==> config.mk <==
export PLATFORM = sky130hd
export DESIGN_NAME = red_fetch_decode_flat
export DESIGN_NICKNAME = d
export VERILOG_FILES = /design/src/rtl/red_fetch_decode_if.sv /design/src/rtl/red_fetch_decode.sv /design/src/flat_wrapper.sv
export SDC_FILE = /design/constraint.sdc
export NUM_CORES = 1
export LEC_CHECK = 0
export ABC_AREA = 1
export CAP_MARGIN = 25
export CORE_MARGIN = 2
export CORE_UTILIZATION = 60
export DETAILED_ROUTE_END_ITERATION = 8
export GPL_ROUTABILITY_DRIVEN = 0
export PLACE_DENSITY = 0.95
export SETUP_SLACK_MARGIN = 0.15
export SLEW_MARGIN = 20
export SYNTH_ARGS = -nofsm -noshare
export SYNTH_HDL_FRONTEND = slang
export SYNTH_SLANG_ARGS = --single-unit
==> constraint.sdc <==
create_clock -name clk -period 5.2 [get_ports clk]
set_input_delay 1.56 -clock clk [delete_from_list [all_inputs] [get_ports clk]]
set_output_delay 1.56 -clock clk [all_outputs]
set_load 0.02 [all_outputs]
==> src/rtl/red_fetch_decode_if.sv <==
// Instruction-memory bus between the fetch unit (master) and a synchronous
// instruction RAM with one cycle of read latency (slave).
interface red_fetch_decode_if #(
  parameter int DATA_WIDTH = 32
);
  logic [DATA_WIDTH-1:0] imem_addr;
  logic                  imem_en;
  logic [DATA_WIDTH-1:0] imem_rdata;

  modport master (output imem_addr, output imem_en, input imem_rdata);
  modport slave  (input imem_addr, input imem_en, output imem_rdata);
endinterface

==> src/rtl/red_fetch_decode.sv <==
// Three-stage (F, D, E) fetch/decode front end for the reduced RISC-V core;
// E-stage registers drive the datapath controls directly, branches resolve in E.
module red_fetch_decode #(
  parameter int                    ADDRESS_WIDTH = 5,
  parameter int                    ALUctrl_WIDTH = 3,
  parameter int                    DATA_WIDTH    = 32,
  parameter logic [DATA_WIDTH-1:0] RESET_PC      = '0
) (
  input  logic                         clk,
  input  logic                         rst,
  input  logic                         en,
  input  logic                         Zero,
  red_fetch_decode_if.master           imem,
  output logic signed [DATA_WIDTH-1:0] ImmOp,
  output logic                         RegWrite,
  output logic                         MemWrite,
  output logic                         ALUsrc,
  output logic                         ResultSrc,
  output logic [ALUctrl_WIDTH-1:0]     ALUctrl,
  output logic [ADDRESS_WIDTH-1:0]     rs1,
  output logic [ADDRESS_WIDTH-1:0]     rs2,
  output logic [ADDRESS_WIDTH-1:0]     rd,
  output logic                         valid,
  output logic                         illegal
);

  localparam logic [ALUctrl_WIDTH-1:0] ALU_ADD = ALUctrl_WIDTH'(0);
  localparam logic [ALUctrl_WIDTH-1:0] ALU_SUB = ALUctrl_WIDTH'(1);
  localparam logic [6:0] OP_R  = 7'b0110011;
  localparam logic [6:0] OP_I  = 7'b0010011;
  localparam logic [6:0] OP_LD = 7'b0000011;
  localparam logic [6:0] OP_ST = 7'b0100011;
  localparam logic [6:0] OP_BR = 7'b1100011;

  typedef struct packed {
    logic                         legal;
    logic                         reg_write;
    logic                         mem_write;
    logic                         alu_src;
    logic                         result_src;
    logic                         is_br;
    logic                         is_bne;
    logic [ALUctrl_WIDTH-1:0]     alu_ctrl;
    logic [ADDRESS_WIDTH-1:0]     rs1;
    logic [ADDRESS_WIDTH-1:0]     rs2;
    logic [ADDRESS_WIDTH-1:0]     rd;
    logic signed [DATA_WIDTH-1:0] imm;
  } dec_t;

  // Unsupported encodings collapse to an all-zero bundle, i.e. a bubble.
  function automatic dec_t decode(input logic [DATA_WIDTH-1:0] inst);
    dec_t       d;
    logic [6:0] opcode;
    logic [2:0] f3;
    logic [6:0] f7;
    opcode = inst[6:0];
    f3     = inst[14:12];
    f7     = inst[31:25];
    d      = '0;
    d.rs1  = ADDRESS_WIDTH'(inst[19:15]);
    d.rs2  = ADDRESS_WIDTH'(inst[24:20]);
    d.rd   = ADDRESS_WIDTH'(inst[11:7]);
    case (opcode)
      OP_R: if (f3 == 3'b000 && (f7 == 7'b0000000 || f7 == 7'b0100000)) begin
        d.legal     = 1'b1;
        d.reg_write = 1'b1;
        d.alu_ctrl  = f7[5] ? ALU_SUB : ALU_ADD;
      end
      OP_I, OP_LD: if ((opcode == OP_I && f3 == 3'b000) || (opcode == OP_LD && f3 == 3'b010)) begin
        d.legal      = 1'b1;
        d.reg_write  = 1'b1;
        d.alu_src    = 1'b1;
        d.result_src = (opcode == OP_LD);
        d.imm        = {{(DATA_WIDTH-12){inst[31]}}, inst[31:20]};
      end
      OP_ST: if (f3 == 3'b010) begin
        d.legal     = 1'b1;
        d.mem_write = 1'b1;
        d.alu_src   = 1'b1;
        d.rd        = '0;
        d.imm       = {{(DATA_WIDTH-12){inst[31]}}, inst[31:25], inst[11:7]};
      end
      OP_BR: if (f3[2:1] == 2'b00) begin
        d.legal    = 1'b1;
        d.is_br    = 1'b1;
        d.is_bne   = f3[0];
        d.alu_ctrl = ALU_SUB;
        d.rd       = '0;
        d.imm      = {{(DATA_WIDTH-13){inst[31]}}, inst[31], inst[7], inst[30:25], inst[11:8], 1'b0};
      end
      default: ;
    endcase
    if (d.rd == '0) d.reg_write = 1'b0;
    if (!d.legal) d = '0;
    return d;
  endfunction

  logic [DATA_WIDTH-1:0] pc_p0_q, pc_p0_d;
  logic [DATA_WIDTH-1:0] pc_p1_q;
  logic [DATA_WIDTH-1:0] pc_p2_q;
  logic [DATA_WIDTH-1:0] target_p2;
  logic                  vld_p1_q;
  logic                  ill_p2_q;
  logic                  vld_p2;
  logic                  taken_p2;
  logic                  keep_p1;
  dec_t                  dec_p1;
  dec_t                  e_p2_q;

  assign vld_p2 = e_p2_q.legal;

  always_comb begin
    dec_p1    = decode(imem.imem_rdata);
    target_p2 = pc_p2_q + $unsigned(e_p2_q.imm);
    taken_p2  = en && vld_p2 && e_p2_q.is_br && (e_p2_q.is_bne ^ Zero);
    keep_p1   = vld_p1_q && !taken_p2;
    pc_p0_d   = taken_p2 ? target_p2 : pc_p0_q + DATA_WIDTH'(4);
  end

  always_ff @(posedge clk) begin
    if (rst) begin
      pc_p0_q  <= RESET_PC;
      pc_p1_q  <= '0;
      pc_p2_q  <= '0;
      vld_p1_q <= 1'b0;
      ill_p2_q <= 1'b0;
      e_p2_q   <= '0;
    end else if (en) begin
      // F -> D: a taken branch kills the word currently being fetched
      pc_p0_q  <= pc_p0_d;
      pc_p1_q  <= pc_p0_q;
      vld_p1_q <= !taken_p2;
      // D -> E: a taken branch also kills the word being decoded
      pc_p2_q  <= pc_p1_q;
      ill_p2_q <= keep_p1 && !dec_p1.legal;
      e_p2_q   <= keep_p1 ? dec_p1 : '0;
    end
  end

  assign imem.imem_addr = pc_p0_q;
  assign imem.imem_en   = en;

  // Writes and status are masked while stalled; data fields keep their values.
  assign RegWrite  = e_p2_q.reg_write && en;
  assign MemWrite  = e_p2_q.mem_write && en;
  assign valid     = vld_p2 && en;
  assign illegal   = ill_p2_q && en;
  assign ImmOp     = e_p2_q.imm;
  assign ALUsrc    = e_p2_q.alu_src;
  assign ResultSrc = e_p2_q.result_src;
  assign ALUctrl   = e_p2_q.alu_ctrl;
  assign rs1       = e_p2_q.rs1;
  assign rs2       = e_p2_q.rs2;
  assign rd        = e_p2_q.rd;

endmodule

==> src/flat_wrapper.sv <==
// flat-port wrapper written by rule: the top's interface ports become plain ports
module red_fetch_decode_flat 
#(
  parameter int                    ADDRESS_WIDTH = 5,
  parameter int                    ALUctrl_WIDTH = 3,
  parameter int                    DATA_WIDTH    = 32,
  parameter logic [DATA_WIDTH-1:0] RESET_PC      = '0
)
  (clk, rst, en, Zero, ImmOp, RegWrite, MemWrite, ALUsrc, ResultSrc, ALUctrl, rs1, rs2, rd, valid, illegal, imem_imem_addr, imem_imem_en, imem_imem_rdata);
  red_fetch_decode_if #(.DATA_WIDTH(DATA_WIDTH)) imem_i ();
  input  logic clk;
  input  logic rst;
  input  logic en;
  input  logic Zero;
  output logic signed [DATA_WIDTH-1:0] ImmOp;
  output logic RegWrite;
  output logic MemWrite;
  output logic ALUsrc;
  output logic ResultSrc;
  output logic [ALUctrl_WIDTH-1:0] ALUctrl;
  output logic [ADDRESS_WIDTH-1:0] rs1;
  output logic [ADDRESS_WIDTH-1:0] rs2;
  output logic [ADDRESS_WIDTH-1:0] rd;
  output logic valid;
  output logic illegal;
  output wire logic [$bits(imem_i.imem_addr)-1:0] imem_imem_addr;
  output wire logic [$bits(imem_i.imem_en)-1:0] imem_imem_en;
  input wire logic [$bits(imem_i.imem_rdata)-1:0] imem_imem_rdata;
  assign imem_imem_addr = imem_i.imem_addr;
  assign imem_imem_en = imem_i.imem_en;
  assign imem_i.imem_rdata = imem_imem_rdata;
  red_fetch_decode #(.ADDRESS_WIDTH(ADDRESS_WIDTH), .ALUctrl_WIDTH(ALUctrl_WIDTH), .DATA_WIDTH(DATA_WIDTH), .RESET_PC(RESET_PC)) u_core (.clk(clk), .rst(rst), .en(en), .Zero(Zero), .imem(imem_i), .ImmOp(ImmOp), .RegWrite(RegWrite), .MemWrite(MemWrite), .ALUsrc(ALUsrc), .ResultSrc(ResultSrc), .ALUctrl(ALUctrl), .rs1(rs1), .rs2(rs2), .rd(rd), .valid(valid), .illegal(illegal));
endmodule
==> summary.txt, run 1 <==
Run status
  • Outcome: completed

STA
  • Worst-Margin Slew: 936 ps
  • Post-route setup TNS: 0 ps
  • Crit path time final: 4010 ps
  • Final setup vio count: 0
  • Final hold violation count: 0
  • Fin Clk Skew: roughly 10 ps
  • Final period util: 0.771
  • Slew Limit Fails: 0
  • RSZ-0062 raised after global routing: false
  • Peak Freq: between 0.2 and 0.25 GHz
  • Slew HR: 0.376
  • Hold_ws: about 460 ps

CTS
  • CTS Sinks: between 100 and 150
  • Worst-case clock buffer depth: 2
  • Post_cts resized: 0
  • Hold Buf Count CTS: 0
  • H-tree depth: 4
  • Root Buffer: clkbuf_16
  • CTS clk-pin slew, worst paths: ~50 ps
  • CTS tree: built
  • CTS buffer count: 17
  • Worst-skew pair later-pin latency: 430 ps
  • Setup Buffers After CTS: 0

Global routing
  • Vias in the first global route: between 8000 and 9000
  • First-pass GRT wire length: 41100 um
  • Total gr overflow: 0
  • Initial antenna violation count: 0
  • Largest net degree at the start of global routing: between 100 and 150
  • Tot GR Track Use: 0.341

Setup path
  • Crit Path Class: in2out
  • Critical path capture point type: output port
  • Max FO, Critical Path: 6
  • Req. time, crit path: roughly 3600 ps
  • Worst path cell trace: buf_2 -> nand2_1 -> inv_1 -> clkdlybuf4s50_1
  • CP arrival: ~2500 ps
  • Max incr delay on CP: slightly below 600 ps
  • R2R Setup Slk: approximately 2400 ps
  • Slowest CP cell: clkdlybuf4s50_1
  • CP Launch Type: primary input

Final layout
  • Layout Area Growth over Synthesis: 17.6%
  • Diode count: 0
  • Most common cell after layout, fill and taps aside: nand2_1
  • Final Cell Area: ~10000 um^2
  • Most frequent cells in the layout: nand2_1 (312), nor2_1 (164), dfxtp_1 (134)
  • Final nets: roughly 1500
  • Layout cells sized above 1: 0.0638

Synth
  • Synth cell types: 48
  • Post-synth EDFFs: 0
  • Ys flop type: dfxtp_1
  • Post-synthesis sequential area ratio: 0.310
  • Seq cells post-synth: roughly 130
  • Synth warnings: 0
  • Netlist Area Pre-Place: about 8700 um^2
  • Post-synth ARST share: 0
  • Cells after synthesis: between 1000 and 1500
  • Avg Cell Area, Syn: ~6.5 um^2

Route
  • Vias: 9238
  • Antenna-violating nets left: 0
  • Initial DRC Count: between 1000 and 1500
  • Drc violations: 0
  • Final wirelength: between 20000 and 30000 um
  • Pre-antenna DRT Iters: 6
  • Routed wire length per instance: roughly 16 um
  • DR vias/cell: 5.87

Power and ir drop
  • Power per cell area: between 200 and 300 nW/um^2
  • Worst vdd ir: 0.251 mV
  • Pleak: between 4 and 5 nW

Run
  • Max_cap viols: 0

Worst hold path
  • Min-Delay Path Class: reg2reg

Place
  • DP Area: 9600 um^2
  • PortBufs: 122
  • HPWL Detailed: around 18000 um

Die
  • Floorplan Core Area: 14000 um^2
  • Number of I/O pins: roughly 130
  • Die ar.: 15400 um^2
  • Starting Density: 0.619
  • DIE WIDTH: about 120 um
  • Row count: 43
  • Die H: between 100 and 150 um
==> worst paths after layout <==
kind,depth (start not counted),start,endpoint
min reg2reg,2,u_core.pc_p1_q[21]$_SDFFE_PP0P_,u_core.pc_p1_q[21]$_SDFFE_PP0P_
max,4,en,valid
min,2,u_core.pc_p1_q[21]$_SDFFE_PP0P_,u_core.pc_p1_q[21]$_SDFFE_PP0P_
max reg2reg,14,u_core.ImmOp[30]$_SDFFE_PP0P_,u_core.imem.imem_addr[27]$_SDFFE_PP0P_
==> routing by layer <==
layer | GRT usage | vias to the layer above | routed length (um) | share of wire
li1 | - | 4382 | - | -
met1 | 0.402 | 4132 | 9720 | 0.38
met2 | 0.557 | 594 | 11700 | 0.46
met3 | 0.0952 | 130 | 2550 | 0.10
met4 | 0.195 | 0 | 1550 | 0.061
met5 | 0 | - | 0 | 0
==> where the power goes <==
| group | switching [mW] | internal (mW) | total [mW] |
|---|---|---|---|
| clock network | 0.487 | 0.721 | 1.21 |
| logic | 0.166 | 0.108 | 0.275 |
| registers | 0.0466 | 1.07 | 1.12 |
==> logic make-up after synthesis <==
| group | share of synthesized area |
|---|---|
| flops | 0.310 |
| compound gates | 0.172 |
| buf+inv | 0.127 |
| simple gates | 0.315 |
| other cells | 0.000433 |
| fa+ha+maj | 0.0485 |
| xor+xnor | 0.0273 |
==> cell usage after synthesis (5+ instances only) <==
cell / number / area [um^2]
a21oi_1: 133 / 666
a21oi_2: 10 / 87.6
buf_4: 51 / 383
clkbuf_1: 40 / 150
dfxtp_1: 134 / 2680
ha_1: 32 / 400
inv_1: 127 / 477
inv_2: 7 / 26.3
nand2_1: 312 / 1170
nand2_2: 5 / 31.3
nand2_4: 12 / 135
nand3_1: 57 / 285
nand3b_1: 11 / 82.6
nand4_1: 23 / 144
nor2_1: 164 / 616
nor2_2: 5 / 31.3
nor3_1: 21 / 105
o21ai_0: 112 / 561
o21bai_1: 7 / 52.6
xor2_1: 23 / 201
==> flip-flops by register name, indices dropped and copies added (netlist names) <==
| signal | flops |
|---|---|
| u_core.ALUsrc | 1 |
| u_core.rd | 5 |
| u_core.rs2 | 5 |
| u_core.pc_p1_q | 32 |
| u_core.ALUctrl | 1 |
| u_core.e_p2_q | 4 |
| u_core.imem.imem_addr | 32 |
| u_core.ResultSrc | 1 |
| u_core.vld_p2 | 1 |
| u_core.vld_p1_q | 1 |
| u_core.rs1 | 5 |
| u_core.ill_p2_q | 1 |
| u_core.pc_p2_q | 32 |
| u_core.ImmOp | 13 |
==> area by class of cell <==
| cell class | count | area, um^2 |
|---|---|---|
| clock inverters | 13 | 146 |
| repair buffers | 128 | 1290 |
| flip-flops and latches | 134 | 2680 |
| multi-input cells | 965 | 4880 |
| clock buffers | 18 | 439 |
| fillers | 1095 | 3810 |
| well taps | 180 | 225 |
| inverters | 136 | 522 |
==> critical path, delay by kind of cell <==
kind / cells / cell delay, ps
buf+inv: 3 / 790
simple gates: 1 / 90
==> per-stage QoR <==
stage	instances	total power [mW]	setup slack [ps]	utilization
after floorplan	1334	1.29	1150	-
after global placement	1542	1.39	1210	0.684
after detailed placement	1543	1.40	1190	0.686
after CTS	1574	2.60	1180	0.728
after global routing	1574	2.68	1130	0.728
final	1574	2.60	1190	0.728
No activity file was read; power rests on OpenSTA's default activity.
==> inputs of run 2 (changes only) <==
Settings changed: CORE_UTILIZATION 60 to 50, PLACE_DENSITY 0.95 to 0.85.
Clock period 5.2 ns to 3.56 ns, I/O delays scaled along.
==> run 2 against run 1 <==
Die area rose by 19%. Worst hold slack got worse by 3.5 ps. First-iteration DRC count fell by 40%. Non-clock buffer count rose by 4. Register-to-register slack got worse by 1700 ps. Setup slack got worse by 680 ps. Clock power rose by 44%. Largest power group unchanged. Critical endpoint is now ImmOp[29]. Cell count rose by 3.2%.
==> summary.txt, run 2 (synthesized netlist as in run 1, its figures left out) <==
Run status
  • Outcome: completed (unchanged)

Power and ir drop
  • Combinational Power Share: 0.105 (was 0.106)
  • Worst vdd ir: 0.358 mV (was 0.251 mV)
  • Pleak: 4.55 nW (was 4.53 nW)
  • Internal: 2.75 mW (was 1.90 mW)
  • Power, Total: 3.77 mW (was 2.60 mW)
  • Net Sw Frac: 0.270 (was 0.269)
  • Sequential power share: 0.433 (was 0.430)
  • Power per cell area: 368 nW/um^2 (was 255 nW/um^2)
  • Switching pwr: 1.02 mW (was 0.701 mW)
  • Clock share of power: 0.462 (was 0.465)

Die
  • Number of I/O pins: 125 (unchanged)
  • Floorplan Core Area: 17100 um^2 (was 14000 um^2)
  • Die ar.: 18400 um^2 (was 15400 um^2)
  • Die H: 136 um (was 124 um)
  • Row count: 48 (was 43)
  • Starting Density: 0.506 (was 0.619)
  • DIE WIDTH: 136 um (was 124 um)

CTS
  • CTS clk-pin slew, worst paths: 60 ps (was 50 ps)
  • CTS Sinks: 134 (unchanged)
  • Setup Buffers After CTS: 0 (unchanged)
  • Worst-case clock buffer depth: 2 (unchanged)
  • Worst-skew pair later-pin latency: 430 ps (about the same)
  • CTS tree: built (unchanged)
  • Hold Buf Count CTS: 0 (unchanged)
  • Post_cts resized: 0 (unchanged)
  • Root Buffer: clkbuf_16 (unchanged)
  • CTS buffer count: 17 (unchanged)
  • H-tree depth: 4 (unchanged)

STA
  • Hold_ws: 457 ps (was 460 ps)
  • RSZ-0062 raised after global routing: false (unchanged)
  • Worst-Margin Slew: 947 ps (was 936 ps)
  • Slew Limit Fails: 0 (unchanged)
  • Post-route setup TNS: 0 ps (unchanged)
  • Crit path time final: about 3000 ps
  • Final period util: 0.857
  • Final hold violation count: 0 (unchanged)
  • Slew HR: 0.368 (was 0.376)
  • Peak Freq: between 0.3 and 0.4 GHz
  • Final setup vio count: 0 (unchanged)
  • Fin Clk Skew: 9.03 ps (was 9.82 ps)

Final layout
  • Layout cells sized above 1: 0.0665 (was 0.0638)
  • Most frequent cells in the layout: nand2_1 (312), nor2_1 (164), dfxtp_1 (134) (unchanged)
  • Area of the multi-input gates: 4880 um^2 (unchanged)
  • Most common cell after layout, fill and taps aside: nand2_1 (unchanged)
  • Reg area: 2680 um^2 (unchanged)
  • Diode count: 0 (unchanged)
  • Layout Area Growth over Synthesis: 18.3% (was 17.6%)
  • Final nets: 1455 (was 1451)
  • Filler cells: 1604 (was 1095)

Place
  • PortBufs: 122 (unchanged)
  • HPWL Detailed: 18000 um (was 17900 um)

Route
  • DR vias/cell: 5.55 (was 5.87)
  • Final wirelength: 24800 um (was 25600 um)
  • Drc violations: 0 (unchanged)
  • Initial DRC Count: 767 (was 1272)
  • Pre-antenna DRT Iters: 5 (was 6)
  • Vias: 9016 (was 9238)
  • Antenna-violating nets left: 0 (unchanged)
  • Routed wire length per instance: 15.3 um (was 16.2 um)

Run
  • Max_cap viols: 0 (unchanged)

Setup path
  • Max FO, Critical Path: 23 (was 6)
  • Max incr delay on CP: 800 ps (was 590 ps)
  • Req. time, crit path: 2490 ps (was 3640 ps)
  • Family with the most delay on the worst path: flip-flops (was buffers and inverters)
  • Worst path cell trace: clkdlybuf4s50_1 (was buf_2 -> nand2_1 -> inv_1 -> clkdlybuf4s50_1)
  • Critical path capture point type: output port (unchanged)
  • WP buf/inv: 1 (was 3)
  • CP Launch Type: register (was primary input)
  • Crit Path Class: reg2out (was in2out)
  • Slowest CP cell: dfxtp_1 (was clkdlybuf4s50_1)
  • CP arrival: 1980 ps (was 2450 ps)

Global routing
  • Vias in the first global route: 8376 (was 8600)
  • Largest net degree at the start of global routing: 121 (unchanged)
  • Total gr overflow: 0 (unchanged)
  • First-pass GRT wire length: 40300 um (was 41100 um)
  • Tot GR Track Use: 0.275 (was 0.341)
  • Initial antenna violation count: 0 (unchanged)

Worst hold path
  • Min-Delay Path Class: reg2reg (unchanged)
## run 2: worst paths after layout
| kind | start | to | slack, ps | cells past startpoint |
|---|---|---|---|---|
| worst max-delay path | u_core.ImmOp[30]$_SDFFE_PP0P_ | ImmOp[29] | 510 | 1 |
| worst min-delay path | u_core.pc_p1_q[21]$_SDFFE_PP0P_ | u_core.pc_p1_q[21]$_SDFFE_PP0P_ | 460 | 2 |
| worst min register to register | u_core.pc_p1_q[21]$_SDFFE_PP0P_ | u_core.pc_p1_q[21]$_SDFFE_PP0P_ | 460 | 2 |
| worst max register to register | u_core.ImmOp[30]$_SDFFE_PP0P_ | u_core.imem.imem_addr[30]$_SDFFE_PP0P_ | 710 | 12 |
## run 2: cell type report
cell class / instances / share of cell area
flip-flops and latches: 134 / 0.262
repair buffers: 132 / 0.127
clock buffers: 21 / 0.0459
multi-input cells: 965 / 0.476
inverters: 136 / 0.0509
clock inverters: 11 / 0.0111
well taps: 225 / 0.0275
## run 2: through the flow
step / worst slack [ps] / instance area (um^2) / cells / util
after floorplan: 496 / 8660 / 1334 / -
after global placement: 309 / 9660 / 1592 / 0.565
after detailed placement: 238 / 9660 / 1592 / 0.565
after CTS: 468 / 10200 / 1624 / 0.599
after global routing: 376 / 10200 / 1624 / 0.599
final: 511 / 10200 / 1624 / 0.599
## run 2: per-layer routing
metal | GRT usage | up-vias | part of all wire
met5 | 0 | - | 0
met4 | 0.163 | 0 | 0.058
met3 | 0.0632 | 91 | 0.080
met2 | 0.454 | 407 | 0.45
met1 | 0.326 | 4134 | 0.41
li1 | - | 4384 | -
## run 2: worst register-to-register path, cell delays in order (launching register included)
cell,delay [ps]
dfxtp_1,800
buf_4,310
ha_1,240
nand2_1,130
nor2_1,230
inv_1,130
nor3_1,180
nand2_1,110
nand2_1,180
nand2_1,130
nand3_1,90
nand3_1,100
a21oi_1,140
## run 2: power by group through the flow
stage	combinational (mW)	clock, mW	sequential, mW
finish	0.396	1.74	1.63
detailed placement	0.390	0	1.66
CTS	0.393	1.75	1.63
floorplan	0.227	0	1.66
global placement	0.381	0	1.66
global route	0.439	1.82	1.64
